[src/rtl/jerry_move_ctl_if.sv]
// Screen position bundle passed from the motion controller to the sprite draw stage.
interface pos_if;
  logic [10:0] x;
  logic [10:0] y;

  modport out (output x, output y);
  modport in  (input  x, input  y);
endinterface

[src/rtl/jerry_move_ctl.sv]
// Jerry motion controller: per-frame horizontal walking plus a jump/gravity FSM,
// advanced once on each rising edge of vblnk.
module jerry_move_ctl #(
  parameter int unsigned START_X  = 100,
  parameter int unsigned GROUND_Y = 500,
  parameter int unsigned X_MIN    = 0,
  parameter int unsigned X_MAX    = 760,
  parameter int unsigned STEP_X   = 4,
  parameter int unsigned JUMP_V0  = 16,
  parameter int unsigned GRAVITY  = 1,
  parameter int unsigned V_MAX    = 16
) (
  input  logic clk,
  input  logic rst,
  input  logic vblnk,
  input  logic key_left,
  input  logic key_right,
  input  logic key_jump,
  pos_if.out   jerry_pos,
  output logic airborne,
  output logic facing_left
);

  typedef enum logic [1:0] {GROUND, RISING, FALLING} state_t;

  state_t      r_state, w_state_nxt;
  logic [5:0]  r_vel, w_vel_nxt;
  logic [10:0] r_x, w_x_nxt;
  logic [10:0] r_y, w_y_nxt;
  logic        r_facing, w_facing_nxt;
  logic        r_airborne;
  logic        r_vblnk_q;
  logic        r_armed;
  logic        w_tick;

  // A vblnk already high at reset release must first be seen low before it can tick.
  assign w_tick = vblnk & ~r_vblnk_q & r_armed;

  // Horizontal motion; subtraction is signed 12-bit so it clamps instead of wrapping.
  logic signed [11:0] w_x_sub;
  logic        [11:0] w_x_add;

  always_comb begin
    w_x_sub      = $signed({1'b0, r_x}) - $signed(12'(STEP_X));
    w_x_add      = {1'b0, r_x} + 12'(STEP_X);
    w_x_nxt      = r_x;
    w_facing_nxt = r_facing;
    if (key_left && !key_right) begin
      w_x_nxt      = (w_x_sub < $signed(12'(X_MIN))) ? 11'(X_MIN) : w_x_sub[10:0];
      w_facing_nxt = 1'b1;
    end else if (key_right && !key_left) begin
      w_x_nxt      = (w_x_add > 12'(X_MAX)) ? 11'(X_MAX) : w_x_add[10:0];
      w_facing_nxt = 1'b0;
    end
  end

  // Vertical FSM next-state logic.
  logic [11:0] w_y12;
  logic [11:0] w_vel12;
  logic [6:0]  w_vel_up;
  logic [5:0]  w_vel_fall;
  logic [5:0]  w_vel_dec;
  logic [11:0] w_y_land;

  always_comb begin
    // NOTE: every combinational output gets a default first so no path infers a latch.
    w_state_nxt = r_state;
    w_vel_nxt   = r_vel;
    w_y_nxt     = r_y;
    w_y12       = {1'b0, r_y};
    w_vel12     = {6'd0, r_vel};
    w_vel_up    = {1'b0, r_vel} + 7'(GRAVITY);
    w_vel_fall  = (w_vel_up > 7'(V_MAX)) ? 6'(V_MAX) : w_vel_up[5:0];
    w_vel_dec   = r_vel - 6'(GRAVITY);
    w_y_land    = w_y12 + {6'd0, w_vel_fall};
    unique case (r_state)
      GROUND: begin
        w_y_nxt = 11'(GROUND_Y);
        if (key_jump) begin
          w_state_nxt = RISING;
          w_vel_nxt   = 6'(JUMP_V0);
        end
      end
      RISING: begin
        if (w_vel12 > w_y12) begin
          w_y_nxt     = 11'd0;
          w_vel_nxt   = 6'd0;
          w_state_nxt = FALLING;
        end else begin
          w_y_nxt   = r_y - 11'(r_vel);
          w_vel_nxt = w_vel_dec;
          if (w_vel_dec == 6'd0) w_state_nxt = FALLING;
        end
      end
      FALLING: begin
        if (w_y_land >= 12'(GROUND_Y)) begin
          w_y_nxt     = 11'(GROUND_Y);
          w_vel_nxt   = 6'd0;
          w_state_nxt = GROUND;
        end else begin
          w_y_nxt   = w_y_land[10:0];
          w_vel_nxt = w_vel_fall;
        end
      end
      default: w_state_nxt = GROUND;
    endcase
  end

  always_ff @(posedge clk or posedge rst) begin
    if (rst) begin
      r_state    <= GROUND;
      r_vel      <= 6'd0;
      r_x        <= 11'(START_X);
      r_y        <= 11'(GROUND_Y);
      r_facing   <= 1'b0;
      r_airborne <= 1'b0;
      r_vblnk_q  <= 1'b0;
      r_armed    <= 1'b0;
    end else begin
      // NOTE: sequential state uses non-blocking assignments so all registers see pre-edge values.
      r_vblnk_q <= vblnk;
      if (!vblnk) r_armed <= 1'b1;
      if (w_tick) begin
        r_state    <= w_state_nxt;
        r_vel      <= w_vel_nxt;
        r_x        <= w_x_nxt;
        r_y        <= w_y_nxt;
        r_facing   <= w_facing_nxt;
        r_airborne <= (w_state_nxt != GROUND);
      end
    end
  end

  assign jerry_pos.x = r_x;
  assign jerry_pos.y = r_y;
  assign airborne    = r_airborne;
  assign facing_left = r_facing;

endmodule

[src/flat_wrapper.sv]
// flat-port wrapper written by rule: the top's interface ports become plain ports
module jerry_move_ctl_flat 
#(
  parameter int unsigned START_X  = 100,
  parameter int unsigned GROUND_Y = 500,
  parameter int unsigned X_MIN    = 0,
  parameter int unsigned X_MAX    = 760,
  parameter int unsigned STEP_X   = 4,
  parameter int unsigned JUMP_V0  = 16,
  parameter int unsigned GRAVITY  = 1,
  parameter int unsigned V_MAX    = 16
)
  (clk, rst, vblnk, key_left, key_right, key_jump, airborne, facing_left, jerry_pos_x, jerry_pos_y);
  pos_if jerry_pos_i ();
  input  logic clk;
  input  logic rst;
  input  logic vblnk;
  input  logic key_left;
  input  logic key_right;
  input  logic key_jump;
  output logic airborne;
  output logic facing_left;
  output wire logic [$bits(jerry_pos_i.x)-1:0] jerry_pos_x;
  output wire logic [$bits(jerry_pos_i.y)-1:0] jerry_pos_y;
  assign jerry_pos_x = jerry_pos_i.x;
  assign jerry_pos_y = jerry_pos_i.y;
  jerry_move_ctl #(.START_X(START_X), .GROUND_Y(GROUND_Y), .X_MIN(X_MIN), .X_MAX(X_MAX), .STEP_X(STEP_X), .JUMP_V0(JUMP_V0), .GRAVITY(GRAVITY), .V_MAX(V_MAX)) u_core (.clk(clk), .rst(rst), .vblnk(vblnk), .key_left(key_left), .key_right(key_right), .key_jump(key_jump), .jerry_pos(jerry_pos_i), .airborne(airborne), .facing_left(facing_left));
endmodule
[config.mk]
export PLATFORM = sky130hd
export DESIGN_NAME = jerry_move_ctl_flat
export DESIGN_NICKNAME = d
export VERILOG_FILES = /design/src/rtl/jerry_move_ctl_if.sv /design/src/rtl/jerry_move_ctl.sv /design/src/flat_wrapper.sv
export SDC_FILE = /design/constraint.sdc
export NUM_CORES = 1
export LEC_CHECK = 0
export BUFFER_PORTS_ARGS = -buffer_cell sky130_fd_sc_hd__buf_2
export CAP_MARGIN = 20
export CORE_MARGIN = 3
export CORE_UTILIZATION = 35
export CTS_CLUSTER_DIAMETER = 120
export CTS_CLUSTER_SIZE = 10
export DETAILED_ROUTE_END_ITERATION = 8
export PLACE_DENSITY = 0.66
export SLEW_MARGIN = 0
export SYNTH_ARGS = -nofsm -noshare
export SYNTH_HDL_FRONTEND = slang
export SYNTH_SLANG_ARGS = --single-unit
[constraint.sdc]
create_clock -name clk -period 3.4 [get_ports clk]
set_clock_uncertainty 0.15 [all_clocks]
set_input_delay 0.34 -clock clk [delete_from_list [all_inputs] [get_ports clk]]
set_output_delay 0.34 -clock clk [all_outputs]
set_load 0.02 [all_outputs]
# After elaboration in Yosys (flattened, before gate mapping)
# Index checks and enable logic that the tools add are counted.
# op_classes
reduce_logical	12
magnitude_cmp	5
add_sub_neg	6
muxes	19
bitwise	3
n_eq_ne	3
# ops
cell	count
two-way mux 11 bit	6
one-hot mux 11 bit (3 select lines)	1
two-way mux 6 bit	4
one-hot mux 6 bit (3 select lines)	1
adder 11 x 3 -> 12 bit, second input constant	1
adder 11 x 6 -> 12 bit	1
>= comparator 12 x 9 -> 1 bit, second input constant	1
> comparator 12 x 10 -> 1 bit, second input constant	1
less-than comparator 12 x 1 -> 1 bit, second input constant	1
subtractor 11 x 3 -> 12 bit, second input constant	1
> comparator 6 x 11 -> 1 bit	1
subtractor 11 x 6 -> 11 bit	1
two-way mux 2 bit	4
adder 6 x 1 -> 7 bit, second input constant	1
> comparator 7 x 5 -> 1 bit, second input constant	1
zero test 6 bit	1
one-hot mux 2 bit (3 select lines)	1
subtractor 6 x 1 -> 6 bit, second input constant	1
AND reduction 2 bit	2
nonzero test 2 bit	2
AND reduction 3 bit	1
nonzero test 3 bit	1
AND 1 bit	2
equality test 2 x 1 -> 1 bit, second input constant	1
other kinds (7)	10
# totals
out_inout_bits	24
word_cells	56
reg_bits	34

# Logic depth before layout (Yosys ltp)
# logic_depth
depth_word	8
depth_mapped	17
depth_no_buf	15

# Worst setup path before layout
# OpenSTA, ideal clock, no wires.
# synth_timing
path_kind	register -> register
startpoint	register u_core.r_vel[2]
endpoint	register u_core.r_airborne (netlist: u_core.airborne)
path_buffers	3
setup_time_ns	0.137
stages_incl_launch_ff	17
arrival_ns	3.380
period_less_slack_ns	3.668
slack_ns	-0.268
required_ns	3.113
path_cell_list	dfrtp_1 -> clkbuf_1 -> nand3_1 -> nand3_1 -> mux2i_1 -> nand2_1 -> nor2_1 -> ha_1 -> buf_6 -> o211a_1 -> a221o_2 -> a31oi_4 -> mux2i_1 -> nor3b_2 -> buf_6 -> o31ai_1 -> a31oi_1
# synth_via
elab_chain_cells	8
word_cells_on_any_way	13
classes_between	add/sub: 3; order compare: 3; mux: 5; reduce/logical: 2
# synth_rtl
item	line_no	rtl
from (decl)	jerry_move_ctl.sv:27	logic [5:0] r_vel, w_vel_nxt;
from (signal assigned)	jerry_move_ctl.sv:125	r_vel <= w_vel_nxt;
adder 6 x 1 -> 7 bit	jerry_move_ctl.sv:72	w_vel_up = {1'b0, r_vel} + 7'(GRAVITY);
> comparator 7 x 5 -> 1 bit	jerry_move_ctl.sv:73	w_vel_fall = (w_vel_up > 7'(V_MAX)) ? 6'(V_MAX) : w_vel_up[5:0];
two-way mux 6 bit	jerry_move_ctl.sv:73	
adder 11 x 6 -> 12 bit	jerry_move_ctl.sv:75	w_y_land = w_y12 + {6'd0, w_vel_fall};
>= comparator 12 x 9 -> 1 bit	jerry_move_ctl.sv:96	if (w_y_land >= 12'(GROUND_Y)) begin
two-way mux 2 bit	jerry_move_ctl.sv:96	
one-hot mux 2 bit (3 select lines) (*)	jerry_move_ctl.sv:76	unique case (r_state)
nonzero test 2 bit (*)	jerry_move_ctl.sv:129	r_airborne <= (w_state_nxt != GROUND);
to (signal assigned)	jerry_move_ctl.sv:129	
to (decl)	jerry_move_ctl.sv:31	logic r_airborne;
# Every way passes the cells marked *; elsewhere a longest branch is shown, timed or not.
# A chain may end at the register's enable or synchronous reset.

# Worst setup path after layout
# layout_timing
startpoint	register u_core.r_vel[0]
endpoint	register u_core.r_airborne (netlist: u_core.airborne)
# Same word-level chain as after synthesis.

==> results.rst <==
.. list-table::
   :header-rows: 1

   * - Metric
     - Value
   * - Status
     - finished with violations
   * - Violations in the final reports
     - setup timing
   * - Initial antenna violation count
     - 0
   * - Compound-cell area share of the yosys netlist
     - 0.261
   * - Number of distinct standard cells referenced by the synthesized netlist
     - 71
   * - Standby leakage power
     - 1.57 nW
   * - Share of cell area taken by muxes after synthesis
     - 0.00979
   * - Total die area
     - 9920 um2
   * - Path type of the worst setup path
     - flop to flop
   * - Power, Total
     - 3.12 mW
   * - Adder-cell share of the synthesized area
     - 0.111
   * - Post-synthesis average cell area
     - 8.05 um2
   * - Path type of the worst min-delay path
     - input pin to flop
   * - Unrepaired setup endpoints after global routing
     - yes
   * - Area fraction in and, or, nand and nor cells after synthesis
     - 0.227
   * - Final routed DRC violation total
     - 0
   * - Placeable core region
     - 8380 um2
   * - Pin count of the biggest net entering global routing
     - 25
   * - Non-filler instance count after layout
     - 529
   * - Buffers on Ports
     - 27
   * - Mean routed wirelength per cell
     - 16.0 um
   * - Worst-case setup slack after placement
     - -0.0752 ns
   * - Achievable clock frequency
     - 289 MHz
   * - Hold violation total from the final report
     - 0
   * - Number of top-level pins
     - 30
   * - Leading post-synthesis cells by cell area
     - dfrtp_1 19%, ha_1 9.8%, dfstp_2 7.7%
   * - Final RePlAce weighted congestion
     - 0.945
   * - DIE HEIGHT
     - 99.6 um
   * - Number of synthesis warnings
     - 0
   * - Main combinational cell family by area after synthesis
     - compound AO/OA/AOI/OAI gates
   * - Remaining max-slew budget at the tightest pin
     - 0.363
   * - Wire length of the first global-routing pass
     - 13400 um
   * - Clk Tree Root Cell
     - clkbuf_8
   * - Clock net sink count
     - 32
   * - Fin Hold WS
     - 0.0273 ns
   * - Most frequently used flop master after synthesis
     - dfrtp_1
   * - NumNets Final
     - 455
   * - Number of synthesized flops with an enable pin
     - 0
   * - Element type at the critical path end
     - flop
   * - Shortest clock period the worst path allows after layout
     - 3.46 ns
   * - CTS tree
     - built
   * - Final setup fails
     - 10
   * - Area share of the leading cell type in the synthesized netlist
     - 0.188
   * - Maximum VDD drop
     - 0.417 mV
   * - Total global routing track utilization
     - 0.167
   * - Share of the synthesized netlist area taken by xor and xnor gates
     - 0.0514
   * - Crit path launch type
     - flop
   * - Sequential share of the synthesized area
     - 0.265
   * - Register bit count reported by yosys
     - 32
   * - Power density cells
     - 833 nW/um2
   * - CTS Buf Count
     - 5
   * - Area growth from synthesis to final layout
     - 22.1%
   * - Total routed wirelength
     - 8470 um
   * - Initial DRT Pass Iterations
     - 4
   * - Total global routing overflow
     - 0
   * - Count leader, synth
     - nor2_1
   * - Max Buffers Root-to-Sink
     - 2
   * - # hold bufs at CTS
     - 0
   * - Data arrival, critical path
     - 3.49 ns
   * - Via density
     - 5.74
   * - Synth cell count leaders
     - 36 x nor2_1, 30 x nand2_1, 26 x o21ai_0
   * - Chip Width
     - 99.6 um
   * - Post-synthesis cell count
     - 381
   * - Number of H-tree levels
     - 2
   * - Row count
     - 33
   * - Post-DRT Antenna Nets
     - 0
   * - Cell type contributing the most total cell area after synthesis
     - dfrtp_1
   * - Slew of the pin with the lowest slew margin
     - 0.955 ns
   * - Share of cells above drive strength 1
     - 0.295
   * - Vias in the first global route
     - 2844
   * - Number of max-slew violations in the final report
     - 0
   * - Peak fanout along the critical path
     - 5
   * - Netlist area before placement
     - 3070 um2
   * - Required arrival time at the worst endpoint
     - 3.43 ns
   * - Worst-path clk slew
     - 0.07 ns
   * - Via count of the routed design
     - 3037
   * - Clock Latency Late Sink
     - 0.30 ns
   * - Placed insts
     - 515
   * - Antenna diodes
     - 0
   * - First DRT Iteration DRCs
     - 239
   * - Crit share post-route
     - 1.02
   * - Share of flip-flops with an asynchronous set or reset after synthesis
     - 1.00
   * - Least setup slack across all paths after layout
     - -0.0598 ns
   * - Starting Density
     - 0.366
   * - HPWL reported at the end of detailed placement
     - 6220 um
   * - Max Cap Violations
     - 0
==> sequential cells by signal, summed over array words and instances, names as in the netlist <==
name	flops
u_core.facing_left	1
u_core.r_vblnk_q	1
u_core.r_armed	1
u_core.r_state	2
u_core.jerry_pos.x	9
u_core.airborne	1
u_core.r_vel	6
u_core.jerry_pos.y	11
==> metal layers <==
metal / track usage / vias to the layer above / share of wire
met5: 0 / - / 0
met4: 0.0609 / 0 / 0.022
met3: 0.0337 / 15 / 0.059
met2: 0.268 / 99 / 0.47
met1: 0.223 / 1450 / 0.45
li1: - / 1473 / -
==> cells by family after synthesis <==
logic type,Yosys count
AND/OR/NAND/NOR,138
AO/OA/AOI/OAI,114
buffers and inverters,49
flip-flops,32
adder cells (fa/ha/maj),26
XOR/XNOR,18
multiplexers,3
other,1
==> cell type report <==
class,instances,area (um2)
clock inverters,1,30.0
inverters,24,90.1
well taps,105,131
multi-input cells,302,2210
fillers,836,4640
clock buffers,7,96.3
repair buffers,58,375
flip-flops and latches,32,816
==> final timing paths <==
path / from / to / slack, ns / depth (start not counted)
setup / recovery: u_core.r_vel[0] / u_core.airborne / -0.06 / 16
hold / removal: vblnk / u_core.r_vblnk_q / 0.03 / 1
setup reg to reg: u_core.r_vel[0] / u_core.airborne / -0.06 / 16
hold reg to reg: u_core.r_armed / u_core.r_armed / 0.33 / 1
max in group asynchronous: rst / u_core.jerry_pos.x[5] / 2.23 / 3
min in group asynchronous: rst / u_core.jerry_pos.y[0] / 0.10 / 2
==> where the power goes <==
| part | internal (mW) | total [mW] | switching (mW) | leakage [nW] |
|---|---|---|---|---|
| registers | 0.533 | 0.793 | 0.259 | 0.383 |
| clock network | 0.259 | 0.416 | 0.158 | 0.0645 |
| logic | 0.847 | 1.91 | 1.06 | 1.13 |
==> repair_timing <==
action	in CTS	in global routing
buffers inserted	0	5
cloned	0	1
setup endpoints to repair	11	16
pin swaps	1	20
gates resized for setup	5	29
==> cell usage in the layout, fill, tap and decap left out, drive strengths merged, types with 3 or more instances in the layout <==
master / instances
buf: 58
nor2: 36
nand2: 30
o21ai: 26
ha: 24
inv: 23
dfrtp: 23
a21oi: 16
nand3: 16
xnor2: 13
nor3: 10
o31ai: 10
dfstp: 9
a31oi: 9
or2: 8
o211ai: 8
a22oi: 7
clkbuf: 7
nand4: 5
xor2: 5
and2: 5
and3: 5
nor4: 4
o21a: 4
nor3b: 4
o311ai: 4
a21o: 4
conb: 3
or3: 3
mux2i: 3
==> worst max-delay path, cell delays in order (launching register included) <==
cell and delay [ns]:
dfrtp_2 0.45, ha_4 0.18, and3_4 0.15, nand3_2 0.08
o21ai_2 0.06, nand2_1 0.10, nor2_1 0.06, ha_2 0.19
fa_2 0.41, a211o_2 0.34, nand3_2 0.08, nand4_1 0.13
nor4b_4 0.39, nor3b_4 0.09, buf_6 0.15, o31ai_2 0.23
a31oi_1 0.10
==> through the flow <==
stage | util | cell area [um2] | setup TNS (ns)
detailed placement | 0.412 | 3450 | -0.306
CTS | 0.429 | 3600 | -0.0407
floorplan | - | 3140 | -0.0160
global route | 0.447 | 3740 | -2.70
global placement | 0.412 | 3450 | -0.00576
finish | 0.447 | 3740 | -0.404
Note: power is estimated with default switching activity, not from simulation.
